[config.mk]
export PLATFORM = sky130hd
export DESIGN_NAME = mem_stage
export DESIGN_NICKNAME = d
export VERILOG_FILES = /design/src/rtl/mem_stage.sv
export SDC_FILE = /design/constraint.sdc
export NUM_CORES = 1
export LEC_CHECK = 0
export BUFFER_PORTS_ARGS = -buffer_cell sky130_fd_sc_hd__buf_2
export CORE_AREA = 8 8 192 194
export DETAILED_ROUTE_END_ITERATION = 10
export DIE_AREA = 0 0 200 202
export PLACE_DENSITY_LB_ADDON = 0.25
export SETUP_SLACK_MARGIN = 0.1
export SYNTH_ARGS = -nofsm -noshare
export SYNTH_HDL_FRONTEND = slang
export SYNTH_SLANG_ARGS = --single-unit
export TNS_END_PERCENT = 10
[constraint.sdc]
create_clock -name clk -period 10.85 [get_ports clk]
set_input_delay 1.085 -clock clk [delete_from_list [all_inputs] [get_ports clk]]
set_output_delay 1.085 -clock clk [all_outputs]
set_load 0.1 [all_outputs]
[src/rtl/mem_stage.sv]
// Memory stage of the five-stage LoongArch pipeline: registers the EXE bus, extracts
// load data or selects the multiplier word, and forwards results. Optional: MS_STALL_CNT_EN.
module mem_stage #(
  parameter int ES_TO_MS_BUS_WD = 162,
  parameter int MS_TO_WS_BUS_WD = 156,
  parameter int EXC_NUM         = 6
) (
  input  logic                       clk,
  input  logic                       resetn,
  input  logic                       ws_allowin,
  output logic                       ms_allowin,
  input  logic                       es_to_ms_valid,
  input  logic [ES_TO_MS_BUS_WD-1:0] es_to_ms_bus,
  input  logic [64:0]                es_mul_res_bus,
  input  logic [31:0]                data_sram_rdata,
  output logic                       ms_to_ws_valid,
  output logic [MS_TO_WS_BUS_WD-1:0] ms_to_ws_bus,
  output logic [37:0]                ms_fwd_bus,
  output logic [15:0]                ms_csr_blk_bus,
  output logic                       ms_to_es_st_cancel,
  input  logic                       wb_exc,
  input  logic                       wb_ertn,
  output logic [31:0]                ms_stall_cnt
);

  logic                       r_ms_valid;
  logic [ES_TO_MS_BUS_WD-1:0] r_es_bus;
  logic [64:0]                r_mul_bus;
  logic [31:0]                r_rdata_hold;
  logic                       r_rdata_hold_v;

  logic                       w_flush;
  logic                       w_csr_we;
  logic [13:0]                w_csr_wnum;
  logic [31:0]                w_csr_wmask;
  logic [31:0]                w_csr_wdata;
  logic                       w_inst_ertn;
  logic [EXC_NUM-1:0]         w_exc_flgs;
  logic                       w_res_from_mul;
  logic [4:0]                 w_load_op;
  logic                       w_gr_we;
  logic                       w_gr_we_out;
  logic [4:0]                 w_dest;
  logic [31:0]                w_result;
  logic [31:0]                w_pc;
  logic [31:0]                w_rdata;
  logic [15:0]                w_half;
  logic [7:0]                 w_byte;
  logic [31:0]                w_load_data;
  logic [31:0]                w_final_result;

  assign {w_csr_we, w_csr_wnum, w_csr_wmask, w_csr_wdata, w_inst_ertn, w_exc_flgs,
          w_res_from_mul, w_load_op, w_gr_we, w_dest, w_result, w_pc} = r_es_bus;

  assign w_flush        = wb_exc | wb_ertn;
  assign ms_allowin     = !r_ms_valid || ws_allowin;
  assign ms_to_ws_valid = r_ms_valid;

  // NOTE: sequential state uses non-blocking (<=) so every flop samples pre-edge values.
  always_ff @(posedge clk) begin
    if (!resetn) begin
      r_ms_valid <= 1'b0;
    end else if (w_flush) begin
      r_ms_valid <= 1'b0;
    end else if (ms_allowin) begin
      r_ms_valid <= es_to_ms_valid;
    end
  end

  // NOTE: payload registers carry no reset; r_ms_valid qualifies every use of them.
  always_ff @(posedge clk) begin
    if (es_to_ms_valid && ms_allowin) begin
      r_es_bus  <= es_to_ms_bus;
      r_mul_bus <= es_mul_res_bus;
    end
  end

  // SRAM data is only live for one cycle; keep it while WB stalls the instruction.
  always_ff @(posedge clk) begin
    if (!resetn || w_flush) begin
      r_rdata_hold_v <= 1'b0;
    end else if (r_ms_valid && ws_allowin) begin
      r_rdata_hold_v <= 1'b0;
    end else if (r_ms_valid && !ws_allowin && !r_rdata_hold_v) begin
      r_rdata_hold_v <= 1'b1;
      r_rdata_hold   <= data_sram_rdata;
    end
  end

  assign w_rdata = r_rdata_hold_v ? r_rdata_hold : data_sram_rdata;
  assign w_half  = w_result[1] ? w_rdata[31:16] : w_rdata[15:0];

  // NOTE: every always_comb output gets a default first, so no latch can be inferred.
  always_comb begin
    w_byte = w_rdata[7:0];
    case (w_result[1:0])
      2'd1:    w_byte = w_rdata[15:8];
      2'd2:    w_byte = w_rdata[23:16];
      2'd3:    w_byte = w_rdata[31:24];
      default: w_byte = w_rdata[7:0];
    endcase
  end

  always_comb begin
    w_load_data = w_rdata;
    if (w_load_op[1])      w_load_data = {16'h0, w_half};
    else if (w_load_op[2]) w_load_data = {{16{w_half[15]}}, w_half};
    else if (w_load_op[3]) w_load_data = {24'h0, w_byte};
    else if (w_load_op[4]) w_load_data = {{24{w_byte[7]}}, w_byte};
  end

  always_comb begin
    w_final_result = w_result;
    if (|w_load_op)          w_final_result = w_load_data;
    else if (w_res_from_mul) w_final_result = r_mul_bus[64] ? r_mul_bus[63:32] : r_mul_bus[31:0];
  end

  // A faulting instruction must not write the register file.
  assign w_gr_we_out = w_gr_we && !(|w_exc_flgs);

  assign ms_to_ws_bus = {w_csr_we, w_csr_wnum, w_csr_wmask, w_csr_wdata, w_inst_ertn,
                         w_exc_flgs, w_gr_we_out, w_dest, w_final_result, w_pc};

  assign ms_fwd_bus         = {w_gr_we_out && r_ms_valid, w_dest, w_final_result};
  assign ms_csr_blk_bus     = {w_csr_we && r_ms_valid, w_inst_ertn && r_ms_valid, w_csr_wnum};
  assign ms_to_es_st_cancel = r_ms_valid && ((|w_exc_flgs) || w_inst_ertn);

`ifdef MS_STALL_CNT_EN
  logic [31:0] r_stall_cnt;

  always_ff @(posedge clk) begin
    if (!resetn) begin
      r_stall_cnt <= 32'h0;
    end else if (r_ms_valid && !ws_allowin) begin
      r_stall_cnt <= r_stall_cnt + 32'h1;
    end
  end

  assign ms_stall_cnt = r_stall_cnt;
`else
  assign ms_stall_cnt = 32'h0;
`endif

endmodule

# After elaboration in Yosys (flattened, before gate mapping)
# Index checks and enable logic that the tools add are counted.
[word_totals]
ff_bits = 261
in_bits = 265
output_inout_bits = 245
elab_cells = 44
[classes]
n_eq_ne = 3
n_mux = 10
bitwise_logic = 4
n_reduce_logical = 22
[ops]
columns = ["op", "count"]
rows = [
  ["$mux 32", 8],
  ["$pmux 8 s3", 1],
  ["$mux 16", 1],
  ["$logic_and 1x1->1", 9],
  ["$reduce_or 6->1", 1],
  ["$logic_not 1->1", 5],
  ["$reduce_or 5->1", 1],
  ["$eq 2x2->1 const B", 2],
  ["$reduce_or 2->1", 2],
  ["$logic_or 1x1->1", 3],
  ["$not 1->1", 3],
  ["$reduce_and 3->1", 1],
  ["$eq 2x1->1 const B", 1],
  ["$or 1x1->1", 1],
]

# Longest topological paths before layout
[depth]
ltp_word = 7
ltp_mapped = 9
ltp_nobuf = 4

# Least setup slack after synthesis
# OpenSTA, ideal clock, no wires.
[synth_timing]
kind = "input -> register"
start = "in ws_allowin"
end = "reg r_es_bus[0], enable pin"
setup_time_ns = 0.614
arrival_ns = 7.185
required_ns = 10.236
path_slack_ns = 3.051
path_stages = 2
n_path_buf = 0
path_cell_list = "nand2b_1 and2_1"
[synth_via]
elab_chain_len = 2
[synth_rtl]
columns = ["item", "line", "text"]
rows = [
  ["start: declaration", "10", "input logic ws_allowin,"],
  ["$logic_or 1x1->1", "56", "assign ms_allowin = !r_ms_valid || ws_allowin;"],
  ["$logic_and 1x1->1", "72", "if (es_to_ms_valid && ms_allowin) begin"],
  ["end signal: assignment", "73", "r_es_bus <= es_to_ms_bus;"],
  ["end: declaration", "27", "logic [ES_TO_MS_BUS_WD-1:0] r_es_bus;"],
]
# No other way between the ends.
# A chain may end at the register's enable or synchronous reset.

# Final worst setup path
[layout_timing]
start = "reg r_es_bus[33]"
end = "out ms_fwd_bus[17]"
[layout_via]
elab_chain_len = 7
elab_cells_between_ends = 10
classes_between = "3 x eq/ne; 7 x mux"
[layout_rtl]
columns = ["item", "line", "text"]
rows = [
  ["$eq 2x2->1 / $eq 2x1->1 (equally long branches)", "96", "case (w_result[1:0])"],
  ["$pmux 8 s3", "96", ""],
  ["$mux 32", "109", "else if (w_load_op[4]) w_load_data = {{24{w_byte[7]}}, w_byte};"],
  ["$mux 32", "108", "else if (w_load_op[3]) w_load_data = {24'h0, w_byte};"],
  ["$mux 32 *", "107", "else if (w_load_op[2]) w_load_data = {{16{w_half[15]}}, w_half};"],
  ["$mux 32 *", "106", "if (w_load_op[1]) w_load_data = {16'h0, w_half};"],
  ["$mux 32 *", "114", "if (|w_load_op) w_final_result = w_load_data;"],
  ["end: declaration", "18", "output logic [37:0] ms_fwd_bus,"],
]
# Mark *: on every way between the ends. The rest lies on a longest branch, timed or not.

==> results by group <==
Min path
  • Hold_sp: ms_to_ws_valid
  • Hold endpoint: r_rdata_hold_v
  • Hold Path Cell Cnt: 2
  • Hold Crit Class: reg2reg

Global route
  • Number of global-route vias before repair: 7512
  • Global routing's busiest layer: met2
  • Largest net degree at the start of global routing: 85
  • Initial antenna violation count: 13
  • Met2 usage: 0.315
  • Met3 Use GR: 0.0644
  • First-pass GRT wire length: 49800 µm
  • Gr ovfl total: 0
  • Met1 usage: 0.175
  • Total GRT Usage: 0.168

Logic synthesis
  • Post-synthesis cell area: 11900 µm²
  • Area leader, netlist: edfxtp_1
  • Top area cells in the synthesized netlist: edfxtp_1 (65%), buf_4 (13%), mux2i_1 (4.7%), mux2_2 (1.6%), mux4_2 (1.5%)
  • Yosys cell types: 46
  • Mapped Cells: 798
  • Number of enable flip-flop cells after synthesis: 259
  • Seq/Total Area, Yosys: 0.657
  • Asr flop ratio synth: 0
  • Syn_area_per_cell: 14.9 µm²
  • Top cell type's share of synthesized area: 0.654
  • Top_reg_cell synth: edfxtp_1
  • Flops & latches, synth: 261
  • Synth warn: 0

STA
  • Fmax: 197 MHz
  • Slew Viols, Final: 0
  • Slew Limit Headroom: 0.207
  • Endpoints failing hold: 0
  • Tcrit/Tclk final: 0.469
  • RSZ-0062 raised after global routing: false
  • Skew final: 0.00560 ns
  • Worst-Margin Slew: 1.18 ns
  • Post-layout min period: 5.08 ns
  • Setup TNS: 0 ns
  • Final setup viols: 0

CTS
  • Hold Buf Count CTS: 0
  • Clock transition at the registers of the reported paths: 0.06 ns
  • # Post-CTS Setup Buffers: 0
  • Clock tree buffer depth: 3
  • Cells resized by post-CTS repair: 0
  • Worst-skew pair later-pin latency: 0.56 ns
  • TritonCTS Buffers: 29
  • Clock root buffer master: clkbuf_16
  • Clock Sinks: 261
  • H-tree Lvls: 1
  • CTS tree: done

Cells and area
  • Layout fillers: 3224
  • Final core occ: 0.417
  • Layout Cells excl Fill: 1580
  • Synth-to-layout area growth: 19.1%
  • Final Cell Area: 14200 µm²
  • Nets@finish: 1367
  • Share of cells above drive strength 1: 0.509

Setup path
  • Crit Path Category: reg2out
  • Worst path cell trace: inv_1 > and3_1 > nor3_2 > a2bb2oi_1 > buf_2
  • Worst R2R Setup Slack: 7.98 ns
  • R2R depth: 4
  • Required @ worst endpoint: 9.77 ns
  • Critical path's slowest cell: edfxtp_1
  • FF-to-FF End: r_mul_bus[47]
  • Critical Path Max Stage Delay: 1.03 ns
  • Kind of start point of the critical path: flip-flop
  • Critical R2R Launch: ms_to_ws_valid
  • WP data arrival: 4.00 ns
  • Crit. End Element: output port
  • Crit-path max FO: 29

Place
  • Post-DP HPWL: 28300 µm
  • # port buffers: 477
  • DP Cell Count: 1526
  • RePlAce Congestion: 0.777
  • Placed Area: 13300 µm²

Run
  • Max Cap Viol: 0

Pwr
  • PwrDens: 194 nW/µm²
  • Max IR drop VDD: 136 µV
  • Leakage: 5.81 nW

Route
  • DR iter-0 viols: 449
  • DR vias/cell: 4.63
  • Final wirelength: 36100 µm
  • DR DRC count: 0
  • WL per Instance: 22.9 µm
  • Post-route ant nets: 0
  • Vias: 7316
  • Drt first pass iters: 4

Die
  • Chip height: 202 µm
  • Core ar.: 33900 µm²
  • Die width: 200 µm
  • Initial core utilization: 0.350
  • Die area: 40400 µm²
  • # IOs: 510
  • Row count: 68

Outcome
  • Status: complete, no violations
[critical path, delay by kind of cell, from the launching register on]
family | cells | cell delay [ns]
AO/OA/AOI/OAI | 1 | 0.41
buffers and inverters | 2 | 0.95
flip-flops | 1 | 1.03
AND/OR/NAND/NOR | 2 | 1.03
[routing by layer]
metal  share of wire  routed length, µm
met5          0.0028                102
met4           0.018                644
met3            0.11               3850
met2            0.53              19200
met1            0.34              12300
[flip-flops by register name, summed over array words and instances (netlist names)]
register,flops
ms_to_ws_valid,1
r_es_bus,162
r_mul_bus,65
r_rdata_hold,32
r_rdata_hold_v,1
[final cells by class]
class,count,area [µm²],share of cell area
Sequential cell,261,7820,0.552
Multi-Input combinational cell,323,2450,0.173
Timing Repair Buffer,485,2450,0.173
Clock buffer,34,744,0.0525
Tap cell,455,569,0.0402
Clock inverter,17,121,0.00857
Inverter,2,7.51,0.000530
Antenna cell,3,7.51,0.000530
[Yosys cell counts (all sizes together), types with 2 or more instances]
cell type / instances
o311a: 7
o21ai: 24
o2bb2ai: 7
buf: 229
dfxtp: 2
mux4: 8
inv: 2
and3: 2
a21oi: 11
edfxtp: 259
o211ai: 8
nor2b: 2
a21o: 2
nor3: 4
or3: 2
and2: 5
a22oi: 15
nor2: 20
mux2: 17
nand2: 33
mux2i: 56
nand2b: 18
clkbuf: 14
or2: 8
a2bb2oi: 10
a221oi: 14
o221ai: 10
o31ai: 2
[placed cells by master (no fill, tap or decap), types with 2 or more instances in the layout]
cell type,instances
buf_2,477
edfxtp_1,259
mux2i_1,56
nand2_1,33
conb_1,32
clkbuf_16,29
o21ai_0,22
nor2_1,20
nand2b_1,18
mux2_2,17
a221oi_1,14
a21oi_1,11
o221ai_1,9
a2bb2oi_1,9
clkinv_1,9
mux4_2,8
o211ai_1,8
a22oi_2,8
buf_4,8
o311a_1,7
a22oi_1,7
o2bb2ai_1,7
or2_2,6
clkbuf_1,5
and2_1,4
diode_2,3
clkinvlp_4,3
clkinv_2,3
a21o_1,2
nor2b_1,2
inv_1,2
and3_1,2
or2_1,2
o21ai_1,2
nor3_2,2
[kinds of logic after synthesis]
group	after synthesis	synth area share
flip-flops	261	0.657
buffers and inverters	245	0.147
AO/OA/AOI/OAI	114	0.0761
AND/OR/NAND/NOR	96	0.0406
multiplexers	81	0.0784
other	1	0.000315
[report_power, final]
| group | switching (W) | internal, W | leakage, nW |
|---|---|---|---|
| Combinational | 0.000552 | 0.000107 | 2.87 |
| Sequential | 0.0000188 | 0.00117 | 2.52 |
| Clock | 0.000392 | 0.000512 | 0.413 |
[stage by stage]
step,worst slack (ns),total power [W],hold WS [ns]
floorplan,3.05,0.00180,1.11
global placement,6.37,0.00187,0.621
detailed placement,6.34,0.00187,0.626
CTS,5.78,0.00279,0.638
global route,5.58,0.00284,0.663
finish,5.77,0.00275,0.642
[worst max path at each step]
stage          slack (ns)  cells past startpoint                start              to
6_report             5.77                      5         r_es_bus[33]  ms_fwd_bus[17]
5_1_grt              5.58                      5         r_es_bus[33]  ms_fwd_bus[17]
4_1_cts              5.78                      5         r_es_bus[33]  ms_fwd_bus[17]
3_5_place_dp         6.34                      6  data_sram_rdata[15]  ms_fwd_bus[17]
3_3_place_gp         6.37                      6  data_sram_rdata[31]  ms_fwd_bus[17]
2_1_floorplan        3.05                      2           ws_allowin     r_es_bus[0]
(Power assumes the default switching activity.)
